$ cat config.mk
export PLATFORM = sky130hd
export DESIGN_NAME = ram32x4_arbiter
export DESIGN_NICKNAME = d
export VERILOG_FILES = /design/src/rtl/ram32x4_arbiter.sv
export SDC_FILE = /design/constraint.sdc
export NUM_CORES = 1
export LEC_CHECK = 0
export ABC_AREA = 1
export CAP_MARGIN = 20
export CORE_MARGIN = 2
export CORE_UTILIZATION = 44
export DETAILED_ROUTE_END_ITERATION = 16
export PLACE_DENSITY = 0.89
export SYNTH_ARGS = -nofsm -noshare
export SYNTH_HDL_FRONTEND = slang
export SYNTH_SLANG_ARGS = --single-unit
$ cat constraint.sdc
create_clock -name clk -period 2.45 [get_ports clk]
set_input_delay 0.3675 -clock clk [delete_from_list [all_inputs] [get_ports clk]]
set_output_delay 0.3675 -clock clk [all_outputs]
set_load 0.01 [all_outputs]
$ cat src/rtl/ram32x4_arbiter.sv
// Round-robin two-port sequencer for the registered single-port ram32x4.
// Define RAM_CLEAR_EN to zero the whole RAM after every reset.
module ram32x4_arbiter #(
  parameter int ADDR_W = 5,
  parameter int DATA_W = 4
) (
  input  logic              clk,
  input  logic              reset,
  input  logic              req_a,
  input  logic              we_a,
  input  logic [ADDR_W-1:0] addr_a,
  input  logic [DATA_W-1:0] wdata_a,
  output logic              gnt_a,
  output logic              rvalid_a,
  output logic [DATA_W-1:0] rdata_a,
  input  logic              req_b,
  input  logic              we_b,
  input  logic [ADDR_W-1:0] addr_b,
  input  logic [DATA_W-1:0] wdata_b,
  output logic              gnt_b,
  output logic              rvalid_b,
  output logic [DATA_W-1:0] rdata_b,
  output logic [ADDR_W-1:0] ram_addr,
  output logic [DATA_W-1:0] ram_data,
  output logic              ram_wren,
  input  logic [DATA_W-1:0] ram_q,
  output logic              busy
);

  typedef enum logic [1:0] {
    IDLE,
    ACCESS,
    CAPTURE,
    CLEAR
  } state_t;

`ifdef RAM_CLEAR_EN
  localparam state_t RST_ST = CLEAR;
`else
  localparam state_t RST_ST = IDLE;
`endif

  state_t state_q, state_d;

  // owner/last_owner: 0 = A, 1 = B
  logic owner_q, owner_d;
  logic last_q, last_d;
  logic win_b;

  logic [ADDR_W-1:0] addr_d;
  logic [DATA_W-1:0] data_d;
  logic              wren_d;
  logic              gnt_a_d, gnt_b_d;
  logic              rv_a_d, rv_b_d;
  logic [DATA_W-1:0] rd_a_d, rd_b_d;

`ifdef RAM_CLEAR_EN
  logic            busy_q, busy_d;
  logic [ADDR_W:0] clr_q, clr_d;

  assign busy = busy_q;
`else
  assign busy = 1'b0;
`endif

  // On a tie the port that did not win last time gets the slot.
  assign win_b = req_b & (~req_a | ~last_q);

  always_comb begin
    state_d = state_q;
    owner_d = owner_q;
    last_d  = last_q;
    addr_d  = ram_addr;
    data_d  = ram_data;
    wren_d  = 1'b0;
    gnt_a_d = 1'b0;
    gnt_b_d = 1'b0;
    rv_a_d  = 1'b0;
    rv_b_d  = 1'b0;
    rd_a_d  = rdata_a;
    rd_b_d  = rdata_b;
`ifdef RAM_CLEAR_EN
    busy_d  = busy_q;
    clr_d   = clr_q;
`endif
    case (state_q)
      IDLE: begin
        if (req_a | req_b) begin
          owner_d = win_b;
          last_d  = win_b;
          gnt_a_d = ~win_b;
          gnt_b_d = win_b;
          addr_d  = win_b ? addr_b : addr_a;
          data_d  = win_b ? wdata_b : wdata_a;
          wren_d  = win_b ? we_b : we_a;
          state_d = ACCESS;
        end
      end
      ACCESS: begin
        // ram_wren still shows the kind of command the RAM just took.
        state_d = ram_wren ? IDLE : CAPTURE;
      end
      CAPTURE: begin
        state_d = IDLE;
        if (owner_q) begin
          rv_b_d = 1'b1;
          rd_b_d = ram_q;
        end else begin
          rv_a_d = 1'b1;
          rd_a_d = ram_q;
        end
      end
`ifdef RAM_CLEAR_EN
      CLEAR: begin
        if (clr_q[ADDR_W]) begin
          busy_d  = 1'b0;
          state_d = IDLE;
        end else begin
          busy_d = 1'b1;
          addr_d = clr_q[ADDR_W-1:0];
          data_d = '0;
          wren_d = 1'b1;
          clr_d  = clr_q + 1'b1;
        end
      end
`endif
      default: begin
        state_d = IDLE;
      end
    endcase
  end

  always_ff @(posedge clk) begin
    if (reset) begin
      state_q  <= RST_ST;
      owner_q  <= 1'b0;
      last_q   <= 1'b1;
      ram_addr <= '0;
      ram_data <= '0;
      ram_wren <= 1'b0;
      gnt_a    <= 1'b0;
      gnt_b    <= 1'b0;
      rvalid_a <= 1'b0;
      rvalid_b <= 1'b0;
      rdata_a  <= '0;
      rdata_b  <= '0;
    end else begin
      state_q  <= state_d;
      owner_q  <= owner_d;
      last_q   <= last_d;
      ram_addr <= addr_d;
      ram_data <= data_d;
      ram_wren <= wren_d;
      gnt_a    <= gnt_a_d;
      gnt_b    <= gnt_b_d;
      rvalid_a <= rv_a_d;
      rvalid_b <= rv_b_d;
      rdata_a  <= rd_a_d;
      rdata_b  <= rd_b_d;
    end
  end

`ifdef RAM_CLEAR_EN
  always_ff @(posedge clk) begin
    if (reset) begin
      busy_q <= 1'b0;
      clr_q  <= '0;
    end else begin
      busy_q <= busy_d;
      clr_q  <= clr_d;
    end
  end
`endif

endmodule
==> run_results.csv <==
group,metric,value,unit
clock_tree,numCtsBuffers,3,
sta,hold_violations,0,
layout,drive_above_1_share,12.4,%
layout,finish.utilization,66.4,%
clock_tree,htreeDepth,1,
layout,area_delta_synth_final,42.8,%
run,max_cap_viol_count,0,
pwr,p_per_area,522,nW/µm²
drt,via_count,1064,
global_route,grtUsageTotal,16.0,%
layout,nNetsFinal,223,
sta,fin_skew,0.0147,ns
floorplanning,ioPinCount,51,
status,status,"complete, no violations",
floorplanning,die-area,3070,µm²
drt,drt-vias-per-instance,4.77,
sta,rsz0062_at_grt,"false",
clock_tree,cts_resized,0,
critical_path,start_kind,"primary input",
layout,final_cell_mix,"clkdlybuf4s50_1, inv_1, dfxtp_1",
drt,drc,0,
clock_tree,cts_setup_buffers,0,
floorplanning,start_util,46.5,%
critical_path,cp-endpoint,"ram_addr[4]",
clock_tree,cts_tree,"yes",
critical_path,end_kind,"flip-flop",
drt,drtIter0Drc,21,
placed_design,io_buffers,49,
synth,synth-seq-cells,26,
pwr,max-vdd-ir-drop,0.392,mV
critical_path,reg2reg_from,"last_q",
clock_tree,cts_root_buf,"clkbuf_4",
sta,whs,0.436,ns
sta,drv_slew,0,
sta,setup_slack,0.835,ns
critical_path,path_class,"primary input to flip-flop",
global_route,grt_max_degree,15,
synth,synthCells,146,
floorplanning,chipWidth,55.4,µm
placed_design,post-place-ws,0.537,ns
critical_path,slowest_delay,0.69,ns
clock_tree,cts.sinks,26,
global_route,grt_overflow_total,0,
sta,setup_viol,0,
synth,syn_avg_cell_area,7.96,µm²
sta,fin_crit,1.61,ns
critical_path,worstPathRequired,2.70,ns
placed_design,hpwl,1.93,mm
critical_path,reg2reg_depth,7,
drt,first_pass_iters,4,
drt,drt_wl_total,2.51,mm
clock_tree,clk_transition_reported_paths,0.12,ns
critical_path,cp-startpoint,"req_b",
sta,tns,0,ns
critical_path,worstPathArrival,1.86,ns
drt,wl_per_cell,11.3,µm
clock_tree,cts_max_path_buffers,2,
critical_path,crit_family,"buffers and inverters",
clock_tree,holdBufCountCts,0,
critical_path,cp_max_fo,11,
drt,wl_met2,1.26,mm
layout,multi_input_area,469,µm²
layout,final_common_cell,"clkdlybuf4s50_1",
layout,diodes,0,
drt,met1_length,1.11,mm
sta,fin_crit_sh,65.9,%
sta,clock.fmax,619,MHz
synth,synth.net_count,174,
drt,ant_nets,0,
min_path,hold_path_class,"flip-flop to flip-flop",
layout,nFillCells,198,
global_route,first_global_vias,934,
critical_path,reg2reg_to,"ram_addr[4]",
critical_path,crit_top_cell,"nand2_1",
critical_path,cp_cell_sequence,"clkdlybuf4s50_1 -> nand2_1 -> inv_1 -> nand2_1 -> nand2_1 -> nor2_1 -> nor2_1",
floorplanning,rows,18,
layout,ff_latch_area,520,µm²
drt,wl_met3,125,µm
critical_path,reg2reg_slack,1.11,ns
critical_path,crit_buf_inv,2,
critical_path,path_depth,7,
critical_path,slowest_stage,"clkdlybuf4s50_1",
synth,yosysUniqueCellTypes,22,
floorplanning,die_y,55.4,µm
clock_tree,clkLatencyLatePin,0.31,ns
synth,seq_area_frac_synth,44.8,%
synth,ys_warn_count,0,
pwr,power.leakage,0.702,nW
global_route,grt_first_pass_wirelength,3.97,mm
floorplanning,core-area,2500,µm²
drt,top_layer,"met4",
placed_design,gp_congestion,0.765,
global_route,antenna_found_initial,0,
synth,netlist_area,1160,µm²
[cell families (layout without fill, tap and decap cells)]
logic type      after synthesis  in the layout  synth area share (%)
other cells                   1              1                 0.323
simple gates                 56             56                  26.2
buf+inv                      36             83                  14.9
compound gates               27             27                  13.9
flops                        26             26                  44.8
[per-layer routing]
| metal | global-route usage [%] | vias to the layer above |
|---|---|---|
| met3 | 3.51 | 2 |
| met1 | 18.6 | 482 |
| met4 | 5.23 | 0 |
| li1 | - | 545 |
| met5 | 0 | - |
| met2 | 28.7 | 35 |
[synthesized netlist by cell type]
| cell | count | area [µm²] |
|---|---|---|
| o21ai_0 | 8 | 40.0 |
| buf_2 | 2 | 10.0 |
| a21oi_2 | 7 | 61.3 |
| inv_1 | 29 | 109 |
| nand2_1 | 21 | 78.8 |
| nand2_2 | 3 | 18.8 |
| dfxtp_1 | 26 | 521 |
| buf_6 | 2 | 22.5 |
| conb_1 | 1 | 3.75 |
| nor3_1 | 1 | 5.00 |
| nor2_8 | 1 | 20.0 |
| buf_4 | 1 | 7.51 |
| nor2_4 | 1 | 11.3 |
| nand3b_1 | 1 | 7.51 |
| buf_12 | 1 | 20.0 |
| o21ai_1 | 3 | 15.0 |
| nor2_1 | 11 | 41.3 |
| a21oi_1 | 9 | 45.0 |
| inv_2 | 1 | 3.75 |
| nand3_2 | 7 | 70.1 |
| nand3_1 | 9 | 45.0 |
| nor4_1 | 1 | 6.26 |
[state kept, by name (all words and copies together) (netlist names)]
register / flops
gnt_a: 1
gnt_b: 1
last_q: 1
owner_q: 1
ram_addr: 5
ram_data: 4
ram_wren: 1
rdata_a: 4
rdata_b: 4
rvalid_a: 1
rvalid_b: 1
state_q: 2
[through the flow]
stage	cells	instance area, µm²	power (mW)
after floorplan	146	1160	0.606
after global placement	220	1640	0.697
after detailed placement	220	1640	0.703
after CTS	223	1660	0.873
after global routing	223	1660	0.911
final	223	1660	0.866
[power breakdown]
part	switching, mW	internal (mW)	total (mW)
Clock	0.116	0.0574	0.173
Combinational	0.108	0.117	0.224
Sequential	0.0156	0.453	0.469
Total	0.239	0.627	0.866
[cell type report]
type                       instances  area share, %
inverter                          30           6.78
sequential                        26           31.3
tap                               30           2.26
multi-input combinational         84           28.3
clock buffer                       3           1.36
timing repair buffer              50           30.0
[worst min-delay path by stage]
stage | startpoint | end | slack, ns | depth (start not counted)
6_report | ram_wren | state_q[1] | 0.44 | 1
5_1_grt | ram_wren | state_q[1] | 0.44 | 1
2_1_floorplan | state_q[1] | state_q[1] | 0.44 | 1
3_3_place_gp | ram_wren | state_q[1] | 0.42 | 1
3_5_place_dp | ram_wren | state_q[1] | 0.42 | 1
4_1_cts | ram_wren | state_q[1] | 0.44 | 1
Power figures use the tool's default switching activity.
